==> src/rtl/serial_pkg.sv <==
// Shared definitions for the bit-serial subtractor: FSM state encoding and default width.
package serial_pkg;

    localparam int unsigned SERIAL_N_DEFAULT = 8;

    typedef enum logic [1:0] {
        S_IDLE = 2'd0,
        S_RUN  = 2'd1,
        S_DONE = 2'd2
    } state_t;

endpackage

==> src/rtl/fs1.sv <==
// Single-bit full-subtractor cell: d = x - y - bi, bo = borrow out.
module fs1 (
    input  logic x,
    input  logic y,
    input  logic bi,
    output logic d,
    output logic bo
);

    always_comb begin
        d  = x ^ y ^ bi;
        bo = (~x & y) | (~(x ^ y) & bi);
    end

endmodule

==> src/rtl/serial_sub.sv <==
// Bit-serial N-bit subtractor, LSB first through one fs1 cell; result and borrow held until the next completion.
module serial_sub
    import serial_pkg::*;
#(
    parameter int unsigned N = SERIAL_N_DEFAULT
) (
    input  logic         clk,
    input  logic         rst_n,
    input  logic         start,
    input  logic [N-1:0] a,
    input  logic [N-1:0] b,
    input  logic         bin,
    output logic         busy,
    output logic         done,
    output logic [N-1:0] d,
    output logic         bout
);

    localparam int unsigned CW = $clog2(N) + 1;

    state_t         state, state_nxt;
    logic [N-1:0]   sa, sb, sr, sr_shift;
    logic           br;
    logic [CW-1:0]  cnt;
    logic           cell_d, cell_bo;
    logic           load, step, last;

    fs1 u_fs1 (
        .x  (sa[0]),
        .y  (sb[0]),
        .bi (br),
        .d  (cell_d),
        .bo (cell_bo)
    );

    // Written as a shift plus MSB overwrite so that N = 1 needs no zero-width slice.
    always_comb begin
        sr_shift        = sr >> 1;
        sr_shift[N-1]   = cell_d;
    end

    always_comb begin
        state_nxt = state;
        load      = 1'b0;
        step      = 1'b0;
        last      = 1'b0;
        case (state)
            S_IDLE: begin
                if (start) begin
                    load      = 1'b1;
                    state_nxt = S_RUN;
                end
            end
            S_RUN: begin
                step = 1'b1;
                if (cnt == CW'(N - 1)) begin
                    last      = 1'b1;
                    state_nxt = S_DONE;
                end
            end
            S_DONE: begin
                if (start) begin
                    load      = 1'b1;
                    state_nxt = S_RUN;
                end else begin
                    state_nxt = S_IDLE;
                end
            end
            default: state_nxt = S_IDLE;
        endcase
    end

    always_ff @(posedge clk) begin
        if (!rst_n) begin
            state <= S_IDLE;
            busy  <= 1'b0;
            done  <= 1'b0;
            d     <= '0;
            bout  <= 1'b0;
            sa    <= '0;
            sb    <= '0;
            sr    <= '0;
            br    <= 1'b0;
            cnt   <= '0;
        end else begin
            state <= state_nxt;
            // Flags are registered from the next state so they align with the state register.
            busy  <= (state_nxt == S_RUN);
            done  <= (state_nxt == S_DONE);
            if (load) begin
                sa  <= a;
                sb  <= b;
                br  <= bin;
                sr  <= '0;
                cnt <= '0;
            end else if (step) begin
                sa  <= sa >> 1;
                sb  <= sb >> 1;
                sr  <= sr_shift;
                br  <= cell_bo;
                cnt <= cnt + CW'(1);
                if (last) begin
                    d    <= sr_shift;
                    bout <= cell_bo;
                end
            end
        end
    end

endmodule
==> config.mk <==
export PLATFORM = sky130hd
export DESIGN_NAME = serial_sub
export DESIGN_NICKNAME = d
export VERILOG_FILES = /design/src/rtl/serial_pkg.sv /design/src/rtl/fs1.sv /design/src/rtl/serial_sub.sv
export SDC_FILE = /design/constraint.sdc
export NUM_CORES = 1
export LEC_CHECK = 0
export ABC_AREA = 1
export CORE_ASPECT_RATIO = 0.6
export CORE_MARGIN = 5
export CORE_UTILIZATION = 50
export CTS_CLUSTER_DIAMETER = 40
export DETAILED_ROUTE_END_ITERATION = 8
export GPL_TIMING_DRIVEN = 0
export PLACE_DENSITY_LB_ADDON = 0.2
export SLEW_MARGIN = 5
export SYNTH_ARGS = -nofsm -noshare
export SYNTH_HDL_FRONTEND = slang
export SYNTH_SLANG_ARGS = --single-unit
==> constraint.sdc <==
create_clock -name clk -period 1.8 [get_ports clk]
set_clock_uncertainty 0.15 [all_clocks]
set_input_delay 0.36 -clock clk [delete_from_list [all_inputs] [get_ports clk]]
set_output_delay 0.36 -clock clk [all_outputs]
set_load 0.05 [all_outputs]
Word-level counts from Yosys, hierarchy flattened
Cells that the tools add are included.
{"block": "word_totals", "out_inout_bits": 11, "inputBits": 20, "register_bits": 42}
{"block": "classes", "bitwise_logic": 9, "muxes": 15, "n_reduce_logical": 5, "eq_ne": 5, "n_addsub": 1}
{"operator": "$mux W8", "count": 4}
{"operator": "$mux W1", "count": 8}
{"operator": "$pmux W2 S3", "count": 1}
{"operator": "$add A4 B1 Y4 const B", "count": 1}
{"operator": "$eq A2 B1 Y1 const B", "count": 2}
{"operator": "$eq A2 B2 Y1 const B", "count": 2}
{"operator": "$eq A4 B3 Y1 const B", "count": 1}
{"operator": "$mux W2", "count": 2}
{"operator": "$not A1 Y1", "count": 4}
{"operator": "$reduce_or A2 Y1", "count": 2}
{"operator": "$reduce_and A3 Y1", "count": 1}
{"operator": "$and A1 B1 Y1", "count": 2}
{"operator": "$logic_not A2 Y1", "count": 1}
{"operator": "$reduce_bool A2 Y1", "count": 1}
{"operator": "$xor A1 B1 Y1", "count": 2}
{"operator": "$or A1 B1 Y1", "count": 1}

Depth between registers and ports, before layout
{"block": "logic_depth", "ltp_word": 6, "depth_mapped": 8}

By module
A second synthesis with hierarchy kept.
{"block": "hier_totals", "cells_unflattened": 256, "hier_area_um2": 1811.7}
{"module": "serial_sub", "seq_area_each_um2": 820.8, "area_each_um2": 1780.5, "cells_per_inst": 252, "n_inst": 1}
{"module": "fs1", "seq_area_each_um2": 0.0, "area_each_um2": 31.3, "cells_per_inst": 4, "n_inst": 1}

Worst setup path after synthesis
Ideal clock, no wire load.
{"block": "synth_timing", "path_type": "reg2reg", "start": "register cnt[0]", "end": "register bout", "path_stages_with_launch": 7, "path_slack_ps": 503, "setup_ps": 64, "arrival_time_ps": 1082, "path_buffers": 1, "t_required_ps": 1586, "path_cell_list": "dfxtp_1 > ha_1 > nand3_1 > nor2_4 > buf_6 > nor2_1 > nor2_1"}
{"block": "synth_via", "elab_chain_len": 4}
{"element": "start, declared", "line_no": "serial_sub.sv:24", "rtl": "logic [CW-1:0] cnt;"}
{"element": "start signal, assigned", "line_no": "serial_sub.sv:101", "rtl": "cnt <= cnt + CW'(1);"}
{"element": "$eq A4 B3 Y1", "line_no": "serial_sub.sv:56", "rtl": "if (cnt == CW'(N - 1)) begin"}
{"element": "$mux W1", "line_no": "serial_sub.sv:56"}
{"element": "$mux W1", "line_no": "serial_sub.sv:47", "rtl": "case (state)"}
{"element": "$reduce_and A3 Y1 (no line)"}
{"element": "end signal, assigned", "line_no": "serial_sub.sv:104", "rtl": "bout <= cell_bo;"}
{"element": "end, declared", "line_no": "serial_sub.sv:16", "rtl": "output logic bout"}
Every way passes these cells.
A chain may end at the register's enable or synchronous reset.

Worst setup path after layout
{"block": "layout_timing", "start": "register d[1]", "end": "output d[1]"}
{"element": "start, declared", "line_no": "serial_sub.sv:15", "rtl": "output logic [N-1:0] d,"}
{"element": "start signal, assigned", "line_no": "serial_sub.sv:103", "rtl": "d <= sr_shift;"}
No word-level cell between the ends.

==> impl_metrics.csv <==
group,metric,value,unit
run_status,status,"complete, no violations",
logic_synthesis,seq_area_frac_synth,0.461,
place,port_buffers,30,
logic_synthesis,synthMuxAreaShare,0,
logic_synthesis,synth_compound_area_frac,0.0816,
floorplanning,die_x,87.0,um
sta,setup_ws,130,ps
sta,slew_violations,0,
setup_path,cp-startpoint,"d[1]",
setup_path,crit_path_max_incr_delay,530,ps
floorplanning,coreArea,3340,um^2
cts,cts_inserted_buffers,5,
logic_synthesis,async_flop_share,0,
logic_synthesis,yosys_warnings,0,
logic_synthesis,yosys.area.top_type_share,0.461,
cts,cts.sinks,41,
sta,setup-violations-final,0,
pwr,p_leak,0.00104,uW
logic_synthesis,synth-seq-cells,41,
pwr,finalPower,2000,uW
logic_synthesis,synthAdderAreaFrac,0.0183,
global_route,first_global_vias,1397,
run,maxCapViolations,0,
global_route,grt_pass1_wl,6.57,mm
pwr,ir_drop,0.535,mV
pwr,p_int,1510,uW
setup_path,cp.arrival,1160,ps
setup_path,start_kind,"flop",
logic_synthesis,avgSynthCellArea,7.03,um^2
pwr,power_switching,492,uW
route,drt-initial-drc-count,139,
pwr,pwr-share-seq,0.485,
sta,tightest_slew,496,ps
setup_path,crit_fanout,2,
floorplanning,initial_utilization,0.532,
setup_path,crit_path_end_kind,"output pin",
logic_synthesis,synth-main-ff-cell,"dfxtp_1",
sta,hold_slack,315,ps
cells_and_area,final_nets,312,
sta,post-route-min-period,1670,ps
sta,timing.slew.headroom,0.671,
cts,cts-root-buf,"clkbuf_8",
setup_path,path_cells,"dlygate4sd2_1",
cts,insertion_delay,290,ps
logic_synthesis,yosys.area_share.simple,0.317,
setup_path,r2r-start,"cnt[0]",
route,wl_per_cell,11.6,um
cells_and_area,area_growth,25.8,%
global_route,antenna_found_initial,0,
sta,fmax,599,MHz
logic_synthesis,netlist-cell-type-count,20,
setup_path,cp_slowest_cell,"dlygate4sd2_1",
cells_and_area,layout-drive-gt1-share,0.0825,
cts,cts_tree,"done",
setup_path,critical-path-top-delay-family,"buffers and inverters",
sta,timing.final.hold_violations,0,
global_route,grt_max_degree,13,
cts,hold_buffers,0,
place,dpl.hpwl,2.72,mm
pwr,p_sw_frac,0.245,
place,gp_routability_congestion,0.788,
worst_hold_path,min_from,"d[5]",
pwr,pwr-share-comb,0.132,
global_route,overflow,0,
pwr,p_per_area,895,nW/um^2
setup_path,path_buf_inv,1,
logic_synthesis,synth_nets,275,
cts,h-tree-depth,2,
floorplanning,io_pins,31,
setup_path,path_class,"reg2out",
floorplanning,rows,16,
route,detail_route.vias_per_cell,4.80,
logic_synthesis,synth_top_family_by_area,"simple AND/OR/NAND/NOR gates",
cells_and_area,n_antenna_cell,0,
cts,cts_buffer_depth,2,
worst_hold_path,hp-class,"reg2reg",
logic_synthesis,netlist_instances,253,
route,vias,1614,
logic_synthesis,synth.most_common_cell,"nand2_1",
logic_synthesis,synth_xor_area_frac,0.00492,
logic_synthesis,synth_area_leaders,"dfxtp_1, nand2_1, nand3_1, inv_1, nor2_1",
logic_synthesis,synth_edf_count,0,
logic_synthesis,yosysTopAreaCell,"dfxtp_1",
route,drc,0,
route,routed_wl,3.91,mm
place,preCtsSetupSlack,-119,ps
cts,clkTransAtPathRegs,80,ps
logic_synthesis,syn_area,1780,um^2
setup_path,critical_path_required,1290,ps
sta,fin_tns_setup,0,ps
floorplanning,die-area,4890,um^2
global_route,track_usage,0.172,
pwr,clkPwrFrac,0.383,
route,dr.pass1.iters,4,
floorplanning,die_height,56.2,um
sta,rsz0062_at_grt,"no",
logic_synthesis,synthTopCellsByCount,"nand2_1, dfxtp_1, inv_1",
sta,fin_crit_sh,0.928,
route,ant_nets,0,
[routing by layer]
| layer | share of wire | global-route usage | up-vias |
|---|---|---|---|
| met5 | 0 | 0 | - |
| met4 | 0.012 | 0.0533 | 0 |
| met3 | 0.068 | 0.0518 | 8 |
| met2 | 0.41 | 0.237 | 38 |
| met1 | 0.51 | 0.254 | 705 |
| li1 | - | - | 863 |
[sequential cells by signal (all words and copies together), names as in the netlist]
signal	cells
d	8
sa	8
sb	8
sr	7
cnt	4
state	2
bout	1
br	1
busy	1
done	1
[worst paths after layout]
path / to / slack, ps / depth (start not counted)
max: d[1] / 130 / 1
min: d[5] / 310 / 2
max reg2reg: d[1] / 270 / 6
min reg2reg: d[5] / 310 / 2
[power by group through the flow]
stage               sequential [uW]  clock (uW)  combinational (uW)
finish                          972         767                 265
global route                    978         819                 302
detailed placement              992           0                 264
floorplan                       994           0                 170
CTS                             971         770                 266
global placement                991           0                 263
[layout make-up]
| class | instances | area (um^2) |
|---|---|---|
| clock buffer | 7 | 86.3 |
| fill | 298 | 1100 |
| inverter | 36 | 135 |
| sequential | 41 | 821 |
| multi-input combinational | 166 | 751 |
| buffer | 10 | 72.6 |
| clock inverter | 1 | 30.0 |
| tap | 45 | 56.3 |
| timing repair buffer | 30 | 287 |
[worst register-to-register path, cell delays in order, from the launching register on]
cell and delay, ps:
dfxtp_1 390, ha_1 220, nand3_1 150, nor2_4 210, inv_1 150, nand3_1 90, nand2_1 60
[per-stage QoR]
| step | std cells | cell area, um^2 | utilization |
|---|---|---|---|
| final | 336 | 2240 | 0.670 |
| after global routing | 336 | 2240 | 0.670 |
| after CTS | 336 | 2240 | 0.670 |
| after detailed placement | 328 | 2140 | 0.639 |
| after global placement | 328 | 2140 | 0.639 |
| after floorplan | 253 | 1780 | - |
[repair_timing]
action | in CTS | in global routing
setup endpoints to repair | 11 | 0
gates resized for setup | 11 | 0
setup buffers | 0 | 0
[cells in the final DEF, fill, tap and decap left out, types with 2 or more instances in the layout]
| master | instances |
|---|---|
| a21oi_1 | 18 |
| buf_2 | 4 |
| buf_4 | 2 |
| buf_6 | 3 |
| clkbuf_1 | 2 |
| clkbuf_8 | 6 |
| clkdlybuf4s50_1 | 19 |
| dfxtp_1 | 41 |
| dlygate4sd2_1 | 11 |
| inv_1 | 32 |
| inv_2 | 4 |
| nand2_1 | 68 |
| nand3_1 | 31 |
| nor2_1 | 29 |
| nor3_1 | 2 |
| o21ai_0 | 11 |
[kinds of logic (layout without fill, tap and decap cells)]
group                    after synthesis  in the layout
AO/OA/AOI/OAI                         29             29
XOR/XNOR                               1              1
adder cells (fa/ha/maj)                2              2
buffers and inverters                 46             84
flip-flops                            41             41
AND/OR/NAND/NOR                      134            134
No activity file was read; power rests on OpenSTA's default activity.
==> patch 1, RTL diff (same flow settings) <==
Set the package constant `SERIAL_N_DEFAULT` to 16 (it was 8).
--- a/src/rtl/serial_pkg.sv
+++ b/src/rtl/serial_pkg.sv
@@ -1,7 +1,7 @@
 // Shared definitions for the bit-serial subtractor: FSM state encoding and default width.
 package serial_pkg;
 
-    localparam int unsigned SERIAL_N_DEFAULT = 8;
+    localparam int unsigned SERIAL_N_DEFAULT = 16;
 
     typedef enum logic [1:0] {
         S_IDLE = 2'd0,
Interface: changed (resized a, b and d); port bits go from 31 to 55. No check against the original RTL was run, so the function may have changed too.
==> patch 1 against the original RTL <==
  * Synthesized area is 85% higher
  * Wire length is 97% higher
  * Worst setup slack worse by 0.069 ns
  * Power grew 93%
  * Sequential cell count increased by 33
  * Clock power rose by 100%
  * Critical path depth did not move
  * Cell area up 86%
==> patch 1: results (changes against the original RTL) <==
Post-Route WL 7710 microns (+97%); Post-synth top cells 89 x nand2_1, 74 x dfxtp_1, 62 x inv_1; Power Sequential 0.00178 W (+83%); syn avg cell area 7.31 sq um (+3.9%); LEAKAGE 1.97 nW (+90%); syn nets 489 (+78%); number of global-route vias before repair 2704 (+94%); routability cong. 0.818 (+3.8%); status complete, no violations; Max Fclk 575 MHz (-3.9%); final-layout fill cell count 548 (+84%); placed instance count 587 (+79%); GRT met3 Usage 0.0621 (+0.0104); global-route wire length before repair 12600 microns (+92%); Arr. time, crit path 1.23 ns (+0.07 ns); post-synthesis cell type count 26 (+30%); port buffer count 53 (+77%); FF-to-FF End d[2]$_SDFFE_PN0P_; placed inst area 3920 sq um (+84%); Synth Area in XOR/XNOR 0.00266 (-0.00226); Skew-Pair Late Insertion Delay 0.36 ns (+0.07 ns); R2R cell count 10 (+4); cts bufs inserted 9 (+4); synth top area cells dfxtp_1 45%, nand2_1 10%, inv_1 7.1%; layout cells sized above 1 0.106 (+0.0231)
## patch 1: cell count changes in the layout (fill, tap and decap cells not counted), moves of 14 or more
cell and change:
dfxtp_1 +31, nand2_1 +21, inv_1 +30, clkdlybuf4s50_1 +15
nor3_1 +14, o21ai_0 +23, nor2_1 +18
## patch 1: final cells by class
type | count | area (sq um) | area share
tap | 84 | 105 | 0.0252
multi-input combinational | 282 | 1350 | 0.325
sequential | 74 | 1480 | 0.356
clock inverter | 7 | 118 | 0.0283
inverter | 69 | 277 | 0.0664
clock buffer | 9 | 124 | 0.0298
timing repair buffer | 55 | 523 | 0.126
buffer | 25 | 181 | 0.0436
## patch 1: worst register-to-register path: cells and delay by family (launching register included)
kind | cells | cell delay, ns
buffers and inverters | 4 | 0.37
AND/OR/NAND/NOR | 4 | 0.44
adder cells (fa/ha/maj) | 2 | 0.32
flip-flops | 1 | 0.34
==> patch 2, RTL diff (config.mk and constraints unchanged) <==
Made on the original files. Register the output `d` once more; this adds one clock of latency there. The other outputs are not delayed to match.
--- a/src/rtl/serial_sub.sv
+++ b/src/rtl/serial_sub.sv
@@ -17,6 +17,8 @@
 );
 
     localparam int unsigned CW = $clog2(N) + 1;
+
+    logic [N-1:0] d_s0;
 
     state_t         state, state_nxt;
     logic [N-1:0]   sa, sb, sr, sr_shift;
@@ -75,7 +77,7 @@
             state <= S_IDLE;
             busy  <= 1'b0;
             done  <= 1'b0;
-            d     <= '0;
+            d_s0  <= '0;
             bout  <= 1'b0;
             sa    <= '0;
             sb    <= '0;
@@ -100,11 +102,15 @@
                 br  <= cell_bo;
                 cnt <= cnt + CW'(1);
                 if (last) begin
-                    d    <= sr_shift;
+                    d_s0 <= sr_shift;
                     bout <= cell_bo;
                 end
             end
         end
     end
 
+    always_ff @(posedge clk) begin
+        d <= d_s0;
+    end
+
 endmodule
Behaviour: not the same (Yosys sat finds a counterexample within 10 cycles, from zero or initial values and one cycle with rst_n low).
==> patch 2 against the original RTL <==
  * Synthesized cell count is 2.0% higher
  * First-iteration DRC count is 41% lower
  * Cell area is 9.8% higher
  * Wire length is 10% higher
  * Worst setup slack better by 0.0042 ns
  * Clock power is 4.7% higher
  * Power is 12% higher
  * Critical path depth stayed put
  * Synthesized area is 13% higher
  * Global-route usage is 0.27 points lower
  * Sequential cell count is 8 higher
  * Combinational power is 12% higher
  * Worst hold slack worse by 0.11 ns
  * Register-to-register slack better by 0.03 ns
  * Largest cell class unchanged
  * Highest routed layer unchanged
==> patch 2: results (changes against the original RTL) <==
Worst setup endpoint bout; status complete, no violations; number of global-route vias before repair 1498 (+7.2%); fin cells 342 (+1.8%); LEAKAGE 1.15 nW (+11%); Worst Hold Depth 0 (-2); Compound-Gate Fraction of Synth Area 0.0794 (-0.00220); total iterations of the first detailed-routing run 5 (+1); Synth Area in XOR/XNOR 0 (-0.00492); placed instance count 334 (+1.8%); post-synthesis adder-cell area fraction 0.0163 (-0.00203); H-tree level count 2 (unchanged); r2r setup slk 0.30 ns (+0.03 ns); syn nets 280 (+1.8%); HPWL Detailed 3070 microns (+13%); vias per std cell 4.90 (+2.0%); post-synthesis cell type count 21 (+5.0%); R2R cell count 7 (+1); placed inst area 2350 sq um (+10%); final-layout fill cell count 348 (+17%); largest net degree at the start of global routing 16 (+3); synth top area cells dfxtp_1 49%, nand2_1 15%, nand3_1 7.3%; Clock Tree Buf Depth 2 (unchanged); min-delay src d_s0[3]$_SDFFE_PN0P_; crit path launch bout$_SDFFE_PN0P_; relative slew slack 0.672 (+0.00165); global-route wire length before repair 7220 microns (+10%); Post-synth top cells 82 x nand2_1, 49 x dfxtp_1, 29 x nand3_1; Final nets 316 (+1.3%); FF-to-FF End d_s0[6]$_SDFFE_PN0P_; layout cells sized above 1 0.108 (+0.0260); Max Fclk 600 MHz (+0.25%); Post-Route WL 4310 microns (+10%); Worst VDD drop 0.000404 V (-24%); Worst Hold End d[3]$_DFF_P_; Tot GR Track Use 0.170 (-0.00272); Hold WS 0.204 ns (-0.111 ns); Clock Tree Root clkbuf_8; routability cong. 0.786 (-0.36%); drt first-iter violations 82 (-41%); Synth Instances 258 (+2.0%); port buffer count 29 (-3.3%); Seq/Total Area, Yosys 0.490 (+0.0287); Synth Warn # 0 (unchanged); Setup Slack @ Placement 0.0220 ns (+0.141 ns); Reg area 981 sq um (+20%)
==> patch 2: area by class of cell <==
class,count,share of cell area
sequential,49,0.399
multi-input combinational,172,0.340
timing repair buffer,29,0.113
inverter,27,0.0412
buffer,10,0.0346
clock buffer,6,0.0336
tap,47,0.0239
clock inverter,2,0.0153
==> patch 2: logic make-up after synthesis <==
family / after synthesis
and+or+nand+nor: 139
DFF: 49
buffers and inverters: 37
AOI/OAI and AO/OA: 31
adders and majority gates: 2
==> patch 2: metal layers <==
metal	vias to the layer above	part of all wire	global-route usage
li1	878	-	-
met1	743	0.50	0.250
met2	49	0.42	0.248
met3	5	0.068	0.0431
met4	0	0.0079	0.0444
met5	-	0	0
==> patch 2: report_power, final <==
group	internal (W)	switching [W]	total, W
Combinational	0.000126	0.000172	0.000298
Clock	0.000452	0.000352	0.000803
Sequential	0.00113	0.0000229	0.00115
